`config.mk`:
```
export PLATFORM = sky130hd
export DESIGN_NAME = spi_fl_seq
export DESIGN_NICKNAME = d
export VERILOG_FILES = /design/src/rtl/spi_fl_seq_pkg.sv /design/src/rtl/spi_fl_xfer_hs.sv /design/src/rtl/spi_fl_seq.sv
export SDC_FILE = /design/constraint.sdc
export NUM_CORES = 1
export LEC_CHECK = 0
export CAP_MARGIN = 20
export CORE_MARGIN = 5
export CORE_UTILIZATION = 44
export CTS_CLUSTER_DIAMETER = 120
export DETAILED_ROUTE_END_ITERATION = 10
export GPL_TIMING_DRIVEN = 0
export HOLD_SLACK_MARGIN = 0.05
export PLACE_DENSITY = 0.86
export SKIP_CTS_REPAIR_TIMING = 1
export SYNTH_ARGS = -nofsm -noshare
export SYNTH_HDL_FRONTEND = slang
export SYNTH_SLANG_ARGS = --single-unit
```
`constraint.sdc`:
```
create_clock -name clk -period 7.7 [get_ports clk]
set_input_delay 2.31 -clock clk [delete_from_list [all_inputs] [get_ports clk]]
set_output_delay 2.31 -clock clk [all_outputs]
set_load 0.02 [all_outputs]
```
`src/rtl/spi_fl_seq_pkg.sv`:
```
// Shared types and constants for the SPI flash command sequencer.
// Op codes, SPI opcodes, master commtype encodings and FSM state types.
package spi_fl_seq_pkg;

   typedef enum logic [1:0] {
      OP_READ    = 2'd0,
      OP_PROGRAM = 2'd1,
      OP_ERASE   = 2'd2,
      OP_RDSTAT  = 2'd3
   } op_e;

   localparam logic [7:0] CMD_WREN = 8'h06;
   localparam logic [7:0] CMD_READ = 8'h03;
   localparam logic [7:0] CMD_PP   = 8'h02;
   localparam logic [7:0] CMD_SE   = 8'h20;
   localparam logic [7:0] CMD_RDSR = 8'h05;

   localparam logic [2:0] CT_CMD           = 3'b000;
   localparam logic [2:0] CT_CMD_ANS       = 3'b001;
   localparam logic [2:0] CT_CMD_ADDR_ANS  = 3'b010;
   localparam logic [2:0] CT_CMD_ADDR_DATA = 3'b100;
   localparam logic [2:0] CT_CMD_ADDR      = 3'b101;
   localparam logic [2:0] CT_IDLE          = 3'b111;

   localparam int WIP_BIT = 24;

   typedef struct packed {
      logic [31:0] data;
      logic [31:0] addr;
      logic [7:0]  cmd;
      logic [2:0]  commtype;
      logic [6:0]  nmiso;
   } xfer_t;

   localparam xfer_t XFER_RST = '{
      data: '0, addr: '0, cmd: '0,
      commtype: CT_IDLE, nmiso: '0
   };

   typedef enum logic [2:0] {
      S_IDLE, S_WREN, S_OP, S_POLL, S_GAP, S_RESP
   } seq_state_e;

   typedef enum logic [1:0] {
      HS_IDLE, HS_REQ, HS_WAIT
   } hs_state_e;

   function automatic xfer_t mk_xfer(
      input logic [7:0]  cmd,
      input logic [2:0]  ct,
      input logic [31:0] addr,
      input logic [31:0] data,
      input logic [6:0]  nmiso
   );
      xfer_t x;
      x.data     = data;
      x.addr     = addr;
      x.cmd      = cmd;
      x.commtype = ct;
      x.nmiso    = nmiso;
      return x;
   endfunction

endpackage

```
`src/rtl/spi_fl_xfer_hs.sv`:
```
// One SPI master transaction: validflag/tready handshake.
// Fields are frozen at start and held until the done pulse.
module spi_fl_xfer_hs
   import spi_fl_seq_pkg::*;
(
   input  logic        clk,
   input  logic        rst,
   input  logic        start,
   input  xfer_t       fields,
   output logic        done,
   output logic [31:0] rdata,
   output logic [31:0] m_data_in,
   output logic [31:0] m_address,
   output logic [7:0]  m_command,
   output logic [2:0]  m_commtype,
   output logic [6:0]  m_nmiso_bits,
   output logic        m_validflag,
   input  logic [31:0] m_data_out,
   input  logic        m_tready
);

   hs_state_e   state_q, state_d;
   xfer_t       fld_q, fld_d;
   logic        vf_q, vf_d;
   logic        done_q, done_d;
   logic [31:0] rdata_q, rdata_d;

   always_comb begin
      state_d = state_q;
      fld_d   = fld_q;
      vf_d    = vf_q;
      done_d  = 1'b0;
      rdata_d = rdata_q;
      unique case (state_q)
         HS_IDLE: begin
            if (start) begin
               fld_d   = fields;
               vf_d    = 1'b1;
               state_d = HS_REQ;
            end
         end
         HS_REQ: begin
            // master has latched the request once tready drops
            if (!m_tready) begin
               vf_d    = 1'b0;
               state_d = HS_WAIT;
            end
         end
         HS_WAIT: begin
            if (m_tready) begin
               done_d  = 1'b1;
               rdata_d = m_data_out;
               state_d = HS_IDLE;
            end
         end
         default: state_d = HS_IDLE;
      endcase
   end

   always_ff @(posedge clk or posedge rst) begin
      if (rst) begin
         state_q <= HS_IDLE;
         fld_q   <= XFER_RST;
         vf_q    <= 1'b0;
         done_q  <= 1'b0;
         rdata_q <= '0;
      end else begin
         state_q <= state_d;
         fld_q   <= fld_d;
         vf_q    <= vf_d;
         done_q  <= done_d;
         rdata_q <= rdata_d;
      end
   end

   assign done         = done_q;
   assign rdata        = rdata_q;
   assign m_data_in    = fld_q.data;
   assign m_address    = fld_q.addr;
   assign m_command    = fld_q.cmd;
   assign m_commtype   = fld_q.commtype;
   assign m_nmiso_bits = fld_q.nmiso;
   assign m_validflag  = vf_q;

endmodule

```
`src/rtl/spi_fl_seq.sv`:
```
// Flash request sequencer: WREN, op, then RDSR polling
// until write-in-progress clears or the poll budget runs out.
module spi_fl_seq
   import spi_fl_seq_pkg::*;
#(
   parameter int POLL_MAX = 1024,
   parameter int POLL_GAP = 16,
   parameter int ADDR_W   = 32
) (
   input  logic              clk,
   input  logic              rst,
   input  logic              req_valid,
   output logic              req_ready,
   input  logic [1:0]        req_op,
   input  logic [ADDR_W-1:0] req_addr,
   input  logic [31:0]       req_wdata,
   output logic              rsp_valid,
   output logic [31:0]       rsp_rdata,
   output logic              rsp_err,
   output logic [31:0]       m_data_in,
   output logic [31:0]       m_address,
   output logic [7:0]        m_command,
   output logic [2:0]        m_commtype,
   output logic [6:0]        m_nmiso_bits,
   output logic [3:0]        m_dummy_cycles,
   output logic              m_validflag,
   input  logic [31:0]       m_data_out,
   input  logic              m_tready
);

   localparam int CW = $clog2(POLL_MAX + 1);
   localparam int GW = (POLL_GAP > 1) ? $clog2(POLL_GAP) : 1;

   seq_state_e  state_q, state_d;
   op_e         op_q, op_d;
   logic [23:0] addr_q, addr_d;
   logic [31:0] wdata_q, wdata_d;
   logic        issued_q, issued_d;
   logic [CW-1:0] poll_q, poll_d, poll_inc;
   logic [GW-1:0] gap_q, gap_d;
   logic [31:0] rdata_q, rdata_d;
   logic        err_q, err_d;

   logic        start, done;
   logic [31:0] xdata, addr24;
   logic [7:0]  status;
   logic        wip;
   xfer_t       fields;
   logic        unused_addr;

   assign unused_addr = ^req_addr[ADDR_W-1:24];
   assign addr24      = {8'h00, addr_q};
   assign status      = xdata[31:24];
   assign wip         = xdata[WIP_BIT];
   assign poll_inc    = poll_q + CW'(1);

   assign start = !issued_q &&
                  (state_q == S_WREN ||
                   state_q == S_OP ||
                   state_q == S_POLL);

   always_comb begin
      fields = mk_xfer(CMD_RDSR, CT_CMD_ANS, '0, '0, 7'd8);
      if (state_q == S_WREN) begin
         fields = mk_xfer(CMD_WREN, CT_CMD, '0, '0, '0);
      end else if (state_q == S_OP) begin
         unique case (op_q)
            OP_READ:
               fields = mk_xfer(CMD_READ, CT_CMD_ADDR_ANS,
                                addr24, '0, 7'd32);
            OP_PROGRAM:
               fields = mk_xfer(CMD_PP, CT_CMD_ADDR_DATA,
                                addr24, wdata_q, '0);
            OP_ERASE:
               fields = mk_xfer(CMD_SE, CT_CMD_ADDR,
                                addr24, '0, '0);
            default:
               fields = mk_xfer(CMD_RDSR, CT_CMD_ANS,
                                '0, '0, 7'd8);
         endcase
      end
   end

   always_comb begin
      state_d  = state_q;
      op_d     = op_q;
      addr_d   = addr_q;
      wdata_d  = wdata_q;
      issued_d = issued_q;
      poll_d   = poll_q;
      gap_d    = gap_q;
      rdata_d  = rdata_q;
      err_d    = err_q;
      if (start) issued_d = 1'b1;
      if (done)  issued_d = 1'b0;
      unique case (state_q)
         S_IDLE: begin
            if (req_valid) begin
               op_d    = op_e'(req_op);
               addr_d  = req_addr[23:0];
               wdata_d = req_wdata;
               state_d = (req_op == OP_PROGRAM ||
                          req_op == OP_ERASE) ? S_WREN : S_OP;
            end
         end
         S_WREN: begin
            if (done) state_d = S_OP;
         end
         S_OP: begin
            if (done) begin
               unique case (op_q)
                  OP_READ: begin
                     rdata_d = xdata;
                     err_d   = 1'b0;
                     state_d = S_RESP;
                  end
                  OP_RDSTAT: begin
                     rdata_d = {24'h0, status};
                     err_d   = 1'b0;
                     state_d = S_RESP;
                  end
                  default: begin
                     poll_d  = '0;
                     state_d = S_POLL;
                  end
               endcase
            end
         end
         S_POLL: begin
            if (done) begin
               poll_d  = poll_inc;
               rdata_d = {24'h0, status};
               if (!wip) begin
                  err_d   = 1'b0;
                  state_d = S_RESP;
               end else if (int'(poll_inc) >= POLL_MAX) begin
                  err_d   = 1'b1;
                  state_d = S_RESP;
               end else begin
                  gap_d   = '0;
                  state_d = S_GAP;
               end
            end
         end
         S_GAP: begin
            // a zero gap still spends this one cycle here
            if (int'(gap_q) >= POLL_GAP - 1) state_d = S_POLL;
            else gap_d = gap_q + GW'(1);
         end
         S_RESP: state_d = S_IDLE;
         default: state_d = S_IDLE;
      endcase
   end

   always_ff @(posedge clk or posedge rst) begin
      if (rst) begin
         state_q  <= S_IDLE;
         op_q     <= OP_READ;
         addr_q   <= '0;
         wdata_q  <= '0;
         issued_q <= 1'b0;
         poll_q   <= '0;
         gap_q    <= '0;
         rdata_q  <= '0;
         err_q    <= 1'b0;
      end else begin
         state_q  <= state_d;
         op_q     <= op_d;
         addr_q   <= addr_d;
         wdata_q  <= wdata_d;
         issued_q <= issued_d;
         poll_q   <= poll_d;
         gap_q    <= gap_d;
         rdata_q  <= rdata_d;
         err_q    <= err_d;
      end
   end

   spi_fl_xfer_hs u_hs (
      .clk          (clk),
      .rst          (rst),
      .start        (start),
      .fields       (fields),
      .done         (done),
      .rdata        (xdata),
      .m_data_in    (m_data_in),
      .m_address    (m_address),
      .m_command    (m_command),
      .m_commtype   (m_commtype),
      .m_nmiso_bits (m_nmiso_bits),
      .m_validflag  (m_validflag),
      .m_data_out   (m_data_out),
      .m_tready     (m_tready)
   );

   assign req_ready      = (state_q == S_IDLE);
   assign rsp_valid      = (state_q == S_RESP);
   assign rsp_rdata      = rdata_q;
   assign rsp_err        = err_q;
   assign m_dummy_cycles = 4'd0;

endmodule

```
### Word level (Yosys, flattened, before mapping)

Cells that the tools add are included.

* register bits: 228
* input port bits: 102
* output and inout port bits: 122
* word-level logic and storage cells: 114

* add/sub/neg operators: 2
* magnitude comparators: 2
* eq/ne operators: 27
* muxes and demuxes: 42
* reductions and logical operators: 23

Operators by type and width (number)
* 82-bit one-hot mux with 3 select lines: 1
* 82-bit two-way mux: 2
* 32-bit one-hot mux with 2 select lines: 2
* 32-bit two-way mux: 2
* 11-bit two-way mux: 3
* 11-bit one-hot mux with 2 select lines: 1
* 3-bit two-way mux: 6
* 2-bit inequality test, second input constant: 9
* 4-bit two-way mux: 4
* 3-bit one-hot mux with 5 select lines: 1
* 5-bit AND reduction: 3
* 1-bit two-way mux: 12
* 11-bit by 1-bit adder with 11-bit output, second input constant: 1
* 11-bit >= comparator, second input constant: 1
* 2-bit == test, second input constant: 4
* 2-bit two-way mux: 4
* 2-bit by 1-bit inequality test with 1-bit output, second input constant: 4
* 4-bit one-hot mux with 2 select lines: 1
* 4-bit AND reduction: 2
* 2-bit nonzero test: 4
* 2-bit by 1-bit == test with 1-bit output, second input constant: 3
* 3-bit by 2-bit == test with 1-bit output, second input constant: 2
* 3-bit == test, second input constant: 2
* 2-bit one-hot mux with 3 select lines: 1
* 14 further kinds: 21

### Depth between registers and ports, before layout

* word-level depth: 6
* mapped depth: 8
* mapped depth without buffers: 6

### By module

A second synthesis with hierarchy kept.

* cells, all modules: 765
* area total of the unflattened synthesis: 10174.8 sq um

Modules (own cells, without submodules)
* spi_fl_seq: instances 1, cells each 508, area an instance 5328.9 sq um
* spi_fl_xfer_hs: instances 1, cells each 257, area an instance 4845.9 sq um

### Worst setup path after synthesis

OpenSTA, ideal clock, no wires.

* path type: register -> output
* from: reg state_q[0]
* to: out rsp_valid
* arrival: 1.082 ns
* data required time: 5.390 ns
* path slack: 4.308 ns
* cell stages (with the launch flop): 4
* cell sequence: dfrtp_1 buf_4 clkbuf_1 and3_1

* longest elaborated chain between the ends: 1

Ends and longest elaborated chain
* from (decl): line spi_fl_seq.sv:34 `seq_state_e state_q, state_d;`
* from (signal assigned): line spi_fl_seq.sv:167 `state_q <= state_d;`
* 3-bit == test: line spi_fl_seq.sv:197 `assign rsp_valid = (state_q == S_RESP);`
* to (decl): line spi_fl_seq.sv:17 `output logic rsp_valid,`

Every way passes these cells.

### Worst setup path after layout

Ends and elaborated chain as after synthesis.

==> flow_metrics.env <==
export IMPL_run_status="finished, final reports clean"
export IMPL_clock_root_buffer="sky130_fd_sc_hd__clkbuf_16"
export IMPL_min_delay_start="u_hs.m_command[5]"
export IMPL_cp_startpoint="state_q[0]"
export IMPL_syn_avg_cell_area_sq_um=12.4
export IMPL_fp_coreArea_sq_um=18800
export IMPL_num_antenna_cells=0
export IMPL_setup_worst_path_end="rsp_valid"
export IMPL_maxSlewViolCount=0
export IMPL_finalSetupTns_ns=0
export IMPL_die_height_um=149
export IMPL_power_per_cell_area_nw_per_um2=363
export IMPL_synth_yosys_seq_area_share_pct=62.3
export IMPL_num_vias=6122
export IMPL_final_antenna_net_count=0
export IMPL_ys_top_cells_by_area="sky130_fd_sc_hd__dfrtp_1 61%, sky130_fd_sc_hd__a22o_1 8.4%, sky130_fd_sc_hd__mux2_2 7.4%"
export IMPL_drtIter0Drc=255
export IMPL_residual_overflow_from_global_routing=0
export IMPL_ir_worst_vdd_v=0.000247
export IMPL_switching_power_w=0.00138
export IMPL_power_w=0.00422
export IMPL_kind_of_end_point_of_the_critical_path="primary output"
export IMPL_startpoint_of_the_most_critical_register_to_register_path="op_q[0]"
export IMPL_max_cap_violations=0
export IMPL_synth_top_cell_area_share_pct=61.4
export IMPL_fmax_mhz=215
export IMPL_avgRoutedWirePerCell_um=18.0
export IMPL_io_buffers=194
export IMPL_max_slew_worst_pin_slew_ns=0.540
export IMPL_total_leakage_power_nw=5.40
export IMPL_path_max_fanout=10
export IMPL_floorplan_die_area_sq_um=22100
export IMPL_syn_area_sq_um=8480
export IMPL_criticalPathCategory="register to primary output"
export IMPL_critical_path_required_ns=5.39
export IMPL_clkPwrFrac_pct=24.0
export IMPL_layout_min_cycle_time_ns=4.65
export IMPL_num_nets_final=1035
export IMPL_yosys_area_top_type="sky130_fd_sc_hd__dfrtp_1"
export IMPL_cts_tree="yes"
export IMPL_grtUsageTotal_pct=19.3
export IMPL_synthesis_instances=681
export IMPL_p_int_w=0.00283
export IMPL_start_util_pct=45.0
export IMPL_cp_start_kind="register"
export IMPL_routed_wirelength_um=21600
export IMPL_final_cell_count_no_fill=1200
export IMPL_io_pins=224
export IMPL_dpl_hpwl_um=15700
export IMPL_report_final_setup_viol=0
export IMPL_maximum_number_of_pins_on_one_net_before_global_route_repair=43
export IMPL_clock_sinks=211
export IMPL_length_in_cells_of_the_worst_reg_to_reg_path=8
export IMPL_path_clk_slew_ns=0.06
export IMPL_yosys_warnings=0
export IMPL_hold_path_cell_count=2
export IMPL_number_of_instances_in_the_placed_design=1161
export IMPL_layout_drive_gt1_share_pct=16.2
export IMPL_die_x_um=149
export IMPL_grt_antenna_before_repair=0
export IMPL_setup_repair_after_global_routing_missed_its_margin="no"
export IMPL_comb_power_share_pct=34.2
export IMPL_area_delta_synth_final_pct=37.2
export IMPL_final_period_utilization_pct=60.4
export IMPL_router_iterations_before_antenna_repair=6
export IMPL_num_rows=50
export IMPL_design_area_sq_um=11600
export IMPL_synth_enable_flop_cells=0
export IMPL_timing_max_slew_rel_slack_pct=64.0
export IMPL_clock_skew_final_ns=0.0109
export IMPL_worst_r2r_endpoint="rsp_rdata[23]"
export IMPL_reg2reg_slack_ns=5.48
export IMPL_cts_buffer_depth=3
export IMPL_synth_flop_cell="sky130_fd_sc_hd__dfrtp_1"
export IMPL_dpl_instance_area_sq_um=10900
export IMPL_synth_lib_cells_used_distinct=56
export IMPL_synthArstFlopShare_pct=100
export IMPL_layout_core_utilization_pct=61.8
export IMPL_vias_per_cell=5.10
export IMPL_pwr_share_seq_pct=41.8
export IMPL_sw_frac_of_total_pct=32.8
export IMPL_cts_made_buffers=23
export IMPL_first_pass_grt_wire_length_um=34400
export IMPL_clock_latency_ns=0.50
export IMPL_via_count_of_the_first_global_routing_pass=6395
export IMPL_remaining_drc_errors=0
export IMPL_hp_class="register to register"
export IMPL_ys_ff_latch=211
export IMPL_cts_htree_levels=1
export IMPL_gp_routability_congestion=0.817
export IMPL_cp_data_arrival_time_ns=2.34
export IMPL_final_hold_violation_count=0
-- cells in the final DEF (no fill, tap or decap), types with 3 or more instances in the layout --
| cell | count |
|---|---|
| sky130_fd_sc_hd__a22o_1 | 81 |
| sky130_fd_sc_hd__nand2_1 | 120 |
| sky130_fd_sc_hd__mux2_2 | 56 |
| sky130_fd_sc_hd__nor3_1 | 5 |
| sky130_fd_sc_hd__o21ai_0 | 18 |
| sky130_fd_sc_hd__a21o_1 | 3 |
| sky130_fd_sc_hd__buf_4 | 23 |
| sky130_fd_sc_hd__buf_12 | 6 |
| sky130_fd_sc_hd__mux2i_1 | 9 |
| sky130_fd_sc_hd__clkdlybuf4s50_1 | 194 |
| sky130_fd_sc_hd__clkbuf_1 | 25 |
| sky130_fd_sc_hd__or2_2 | 3 |
| sky130_fd_sc_hd__a21oi_1 | 7 |
| sky130_fd_sc_hd__o21a_1 | 3 |
| sky130_fd_sc_hd__clkinv_2 | 3 |
| sky130_fd_sc_hd__nand2b_1 | 6 |
| sky130_fd_sc_hd__clkbuf_16 | 23 |
| sky130_fd_sc_hd__ha_1 | 7 |
| sky130_fd_sc_hd__and3_1 | 5 |
| sky130_fd_sc_hd__conb_1 | 21 |
| sky130_fd_sc_hd__buf_2 | 17 |
| sky130_fd_sc_hd__buf_6 | 3 |
| sky130_fd_sc_hd__nand3_1 | 6 |
| sky130_fd_sc_hd__dfstp_2 | 3 |
| sky130_fd_sc_hd__nor2_1 | 16 |
| sky130_fd_sc_hd__dfrtp_1 | 208 |
| sky130_fd_sc_hd__clkbuf_8 | 4 |
| sky130_fd_sc_hd__nor4_1 | 5 |
| sky130_fd_sc_hd__xnor2_1 | 8 |
| sky130_fd_sc_hd__nand4_1 | 4 |
| sky130_fd_sc_hd__inv_1 | 9 |
-- cell families (layout without fill, tap and decap cells) --
group	count (synthesis)	count (layout)	share of synthesized area, %
fa+ha+maj	7	7	1.03
mux	66	66	8.63
flops	211	211	62.3
xor+xnor	9	9	0.930
buf+inv	72	311	4.72
compound gates	128	128	12.1
simple gates	187	187	10.2
other cells	1	21	0.0442
-- final cells by class --
class | count | area, sq um
fill | 1468 | 7200
clock inverter | 5 | 31.3
sequential | 211 | 5280
multi-input combinational | 418 | 2870
buffer | 62 | 363
inverter | 10 | 41.3
tap | 260 | 325
clock buffer | 34 | 657
timing repair buffer | 200 | 2060
-- power by group through the flow --
stage	registers [W]	logic (W)	clock network, W
after global routing	0.00181	0.00155	0.00108
after floorplan	0.00192	0.000664	0
after global placement	0.00175	0.00140	0
after CTS	0.00176	0.00146	0.00103
final	0.00176	0.00144	0.00101
after detailed placement	0.00177	0.00145	0
-- metrics by stage --
step | hold WS [ns] | worst slack, ns
floorplan | 0.445 | 2.65
global placement | 0.455 | 1.09
detailed placement | 0.462 | 3.57
CTS | 0.476 | 3.07
global route | 0.501 | 2.95
finish | 0.470 | 3.05
-- metal layers --
metal	routed length [um]	track usage, %
met1	8840	24.9
met2	11000	33.0
met3	1070	3.49
met4	686	6.41
met5	0	0
-- worst min-delay path by stage --
stage | to | slack (ns)
2_1_floorplan | u_hs.rdata[0] | 0.45
3_3_place_gp | u_hs.m_command[5] | 0.45
3_5_place_dp | u_hs.m_command[5] | 0.46
4_1_cts | u_hs.m_command[5] | 0.48
5_1_grt | rsp_rdata[2] | 0.50
6_report | u_hs.m_command[5] | 0.47
-- state kept, by name, indices dropped and copies added, names as in the netlist --
name,flops
state_q,3
u_hs.m_data_in,32
gap_q,4
rsp_rdata,32
wdata_q,32
u_hs.m_command,4
u_hs.m_address,24
u_hs.done,1
op_q,2
u_hs.rdata,32
addr_q,24
u_hs.m_commtype,3
poll_q,11
rsp_err,1
u_hs.m_validflag,1
u_hs.state_q,2
issued_q,1
u_hs.m_nmiso_bits,2
-- synth_stat cells, types with 3 or more instances --
library cell / count
sky130_fd_sc_hd__clkbuf_1: 18
sky130_fd_sc_hd__and3_1: 5
sky130_fd_sc_hd__buf_2: 17
sky130_fd_sc_hd__nand4_1: 4
sky130_fd_sc_hd__nor2_1: 16
sky130_fd_sc_hd__inv_1: 10
sky130_fd_sc_hd__dfrtp_1: 208
sky130_fd_sc_hd__mux2i_1: 9
sky130_fd_sc_hd__nand2b_1: 6
sky130_fd_sc_hd__mux2_2: 56
sky130_fd_sc_hd__o21ai_0: 18
sky130_fd_sc_hd__xnor2_1: 8
sky130_fd_sc_hd__buf_6: 3
sky130_fd_sc_hd__nand3_1: 6
sky130_fd_sc_hd__nand2_1: 120
sky130_fd_sc_hd__ha_1: 7
sky130_fd_sc_hd__a21o_1: 3
sky130_fd_sc_hd__a21oi_1: 7
sky130_fd_sc_hd__nor3_1: 5
sky130_fd_sc_hd__o21a_1: 3
sky130_fd_sc_hd__or2_2: 3
sky130_fd_sc_hd__a22o_1: 81
sky130_fd_sc_hd__buf_4: 23
sky130_fd_sc_hd__nor4_1: 5
sky130_fd_sc_hd__dfstp_2: 3
-- worst max-delay path: stages (launching register included) --
cell and delay (ns):
sky130_fd_sc_hd__dfrtp_1 0.38, sky130_fd_sc_hd__buf_4 0.19, sky130_fd_sc_hd__clkbuf_1 0.35, sky130_fd_sc_hd__and3_1 0.29, sky130_fd_sc_hd__clkdlybuf4s50_1 0.62
Power figures use the tool's default switching activity.
==> RTL change 1, RTL diff (same flow settings) <==
Change the parameter `POLL_MAX` from 1024 to 512.
--- a/src/rtl/spi_fl_seq.sv
+++ b/src/rtl/spi_fl_seq.sv
@@ -3,7 +3,7 @@
 module spi_fl_seq
    import spi_fl_seq_pkg::*;
 #(
-   parameter int POLL_MAX = 1024,
+   parameter int POLL_MAX = 512,
    parameter int POLL_GAP = 16,
    parameter int ADDR_W   = 32
 ) (
Behaviour: no difference found for any inputs over 4 cycles, from zero or initial values and one cycle with rst high; that may be too few to reach the edited logic, so the function may still have changed.
==> RTL change 1 against the unedited design <==
  * Hold slack worse by 0.0014 ns
  * Critical path depth is 1 higher
  * Routed wire length fell by 0.81%
  * Sequential cell count shrank 1
  * Total power is 6.8% lower
  * Final area fell by 0.73%
  * Critical endpoint unchanged
  * Largest cell class unchanged
  * Sequential power down 3%
  * Area after synthesis decreased by 1.2%
  * Setup slack lost 0.060 ns
  * Final cell count is 2.2% lower
==> RTL change 1: results (changes against the unedited design) <==
* Worst vdd ir at 0.222 mV (-10%)
* Fin nets at 1033 (-0.19%)
* Post-synthesis cell type count at 51 (-8.9%)
* First-pass GRT wire length at 34300 um (-0.44%)
* Fin crit period at 4.71 ns (+0.0602 ns)
* Cell area power density at 340 mW/mm^2 (-6.1%)
* DR WL/cell at 18.2 um (+1.4%)
* R2R Setup Slk at 5.39 ns (-0.09 ns)
* Share of layout cells above drive strength 1 at 0.0957 (-0.0660)
* Pre-CTS setup slack at 3.53 ns (-0.0398 ns)
* DP Area at 0.0108 mm^2 (-1.3%)
* DR vias at 6086 (-0.59%)
* Clock Power Share at 0.272 (+0.032)
* Hold worst-path end: u_hs.m_commtype[2]$_DFFE_PP1P_
* Register area share after synthesis at 0.628 (+0.00484)
* R2R depth at 6 (-2)
* Fin Hold WS at 0.469 ns (-0.00144 ns)
* DRT Pass-1 Iters at 4 (-2)
* Multiplexer area fraction after synthesis at 0.0879 (+0.00153)
* Met3 GRT Util at 0.0371 (+0.00215)
* Total track usage at 0.193 (+0.000672)
* Met2 global-route usage at 0.339 (+0.00945)
* Run status: completed
* Critical R2R Capture: rsp_rdata[5]$_DFFE_PP0P_
* Ranking of synthesized cells by area: dfrtp_1 (62%), a22o_1 (8.5%), mux2_1 (7.5%), nand2_1 (5.6%), buf_4 (1.9%)
* Synth top cells by count: dfrtp_1 (207), nand2_1 (125), a22o_1 (81), mux2_1 (56), buf_4 (21)
* Xor/xnor cell area share of the yosys netlist at 0.00628 (-0.00302)
* Switching Share at 0.316 (-0.0125)
* DR WL met2 at 10800 um (-1.1%)
* DRT iter0 DRCs at 300 (+18%)
* HPWL Detailed at 15500 um (-1.5%)
==> RTL change 1: changes by cell type after synthesis, sizes merged, moves of 3 or more <==
| cell | before | now |
|---|---|---|
| and2 | 1 | 6 |
| nand2 | 120 | 125 |
| xnor2 | 8 | 3 |
| a21oi | 8 | 12 |
| nor3 | 6 | 2 |
| o21ai | 18 | 22 |
| and4 | 0 | 3 |
| nor4 | 5 | 2 |
==> RTL change 1: area by class of cell <==
type | count | area [um^2]
Fill cell | 1428 | 7160
Sequential cell | 210 | 5260
Multi-Input combinational cell | 418 | 2820
Timing Repair Buffer | 200 | 2060
Clock buffer | 36 | 684
Buffer | 61 | 333
Tap cell | 234 | 293
Clock inverter | 5 | 56.3
Inverter | 10 | 41.3
==> RTL change 1: worst max-delay path, delay by kind of cell, from the launching register on <==
kind,cells,cell delay [ns]
and+or+nand+nor,2,0.29
buffers and inverters,3,1.27
DFF,1,0.35
==> RTL change 2, RTL diff (config.mk and constraints unchanged) <==
Made on the original files. Encoding of `hs_state_e`: now one-hot (3 bits for 3 states).
--- a/src/rtl/spi_fl_seq_pkg.sv
+++ b/src/rtl/spi_fl_seq_pkg.sv
@@ -41,8 +41,8 @@
       S_IDLE, S_WREN, S_OP, S_POLL, S_GAP, S_RESP
    } seq_state_e;
 
-   typedef enum logic [1:0] {
-      HS_IDLE, HS_REQ, HS_WAIT
+   typedef enum logic [2:0] {
+      HS_IDLE = 3'b001, HS_REQ = 3'b010, HS_WAIT = 3'b100
    } hs_state_e;
 
    function automatic xfer_t mk_xfer(
Formal check against the unedited RTL: no difference found for any inputs over 4 cycles, from zero or initial values and one cycle with rst high; so few cycles prove little.
==> RTL change 2 against the unedited design <==
  * Non-clock buffer count is 3 lower
  * Via count is 0.57% higher
  * Die area rose by 2.6%
  * Routed wire length increased by 1.5%
  * Area after synthesis rose by 2.8%
  * Setup slack better by 0.29 ns
  * Sequential cell count increased by 1
  * Final area increased by 2.3%
  * Largest cell class unchanged
  * Highest routed layer unchanged
Power is not compared: it rests on default switching activity, and its combinational part moved more than twofold at a synthesized area within 25%.
==> RTL change 2: results (changes against the unedited design) <==
* Run status: completed
* Hold Path Origin: wdata_q[7]$_DFFE_PP0P_
* Ranking of synthesized cells by area: dfrtp_1 (60%), mux2_1 (8.7%), a22o_1 (5.7%), nand2_1 (3.5%), mux2_2 (2.7%)
* Initial antenna violation count at 0 (unchanged)
* Mapped Cells at 678 (-0.44%)
* Clock Skew at 0.0163 ns (+0.00540 ns)
* CP Launch Point: state_q[0]$_DFFE_PP0P_
* Critical R2R Capture: addr_q[20]$_DFFE_PP0P_
* Delay-heaviest family, CP: buffers and inverters
* Fin crit share at 0.566 (-0.0378)
* Internal at 2.16 mW
* Largest net degree at the start of global routing at 41 (-4.7%)
* P_leak at 5.28 nW
* Share of layout cells above drive strength 1 at 0.134 (-0.0272)
* Number of vias per cell at 5.12 (+0.40%)
* Critical Path Sink: req_ready
* CTS Buf Count at 22 (-4.3%)
* Fin cells at 1202 (+0.17%)
* Hold worst-path end: u_hs.m_data_in[7]$_DFFE_PP0P_
* Synth top cells by count: dfrtp_1 (208), nand2_1 (82), mux2_1 (67), a22o_1 (57)
* DRT Pass-1 Iters at 5 (-1)
* Count of input and output buffers at 194 (unchanged)
* Vias in the first global route at 6480 (+1.3%)
* Clock Tree Root: clkbuf_16
* Least-Margin Pin Slew at 0.623 ns (+0.0829 ns)
* Worst hold path depth at 1 (-1)
* Routability Congestion at 0.872 (+6.7%)
* Cell area power density at 245 mW/mm^2
* HPWL Detailed at 15800 um (+0.27%)
* First-pass GRT wire length at 34700 um (+0.66%)
* Fin nets at 1030 (-0.48%)
* Yosys Warn Count at 0 (unchanged)
* R2R depth at 6 (-2)
* Fin Hold WS at 0.480 ns (+0.00949 ns)
* Register area share after synthesis at 0.610 (-0.0137)
* Final wirelength at 21900 um (+1.5%)
* Crit-path max cell delay at 0.72 ns (+0.10 ns)
* DRT iter0 DRCs at 232 (-9.0%)
* DP Area at 0.0112 mm^2 (+2.0%)
* Worst Path Arrival at 2.05 ns (-0.29 ns)
* Pre-CTS setup slack at 3.45 ns (-0.119 ns)
* Total track usage at 0.192 (-0.000968)
* Post-synthesis cell type count at 58 (+3.6%)
* Critical-path maximum fanout at 9 (-1)
* R2R Setup Slk at 5.53 ns (+0.05 ns)
RTL change 2: changes by cell type after synthesis, moves of 4 or more:
cell | unedited run | this run
and3_1 | 5 | 1
nand3b_1 | 1 | 5
a21oi_1 | 7 | 12
mux2_2 | 56 | 21
buf_4 | 23 | 29
buf_2 | 17 | 11
o21ai_0 | 18 | 29
nand2_1 | 120 | 82
a22o_1 | 81 | 57
mux2_1 | 1 | 67
o21ai_1 | 0 | 22
clkbuf_1 | 18 | 13
RTL change 2: metal layers:
metal,share of wire,global-route usage
met5,0,0
met4,0.045,0.0857
met1,0.41,0.245
met2,0.49,0.317
met3,0.061,0.0388
RTL change 2: logic make-up (layout without fill, tap and decap cells):
kind of cell	Yosys count	count (layout)	share of synthesized area
AOI/OAI and AO/OA	140	140	0.114
xor gates and xnor gates	6	6	0.00603
adders and majority gates	7	7	0.0101
buffers and inverters	69	308	0.0473
DFF	212	212	0.610
muxes	98	98	0.125
other	1	21	0.000430
and+or+nand+nor	145	145	0.0875
RTL change 2: final cells by class:
cell class | count | area (um^2)
well taps | 265 | 332
flip-flops and latches | 212 | 5310
multi-input cells | 417 | 3060
repair buffers | 199 | 2040
inverters | 9 | 37.5
clock buffers | 34 | 677
plain buffers | 60 | 378
fillers | 1453 | 7560
clock inverters | 6 | 57.6
RTL change 2: worst register-to-register path, cell delays in order, from the launching register on:
cell	delay [ns]
dfrtp_1	0.36
buf_4	0.17
nor3_1	0.32
and2_1	0.21
clkbuf_1	0.31
buf_2	0.33
mux2_1	0.36
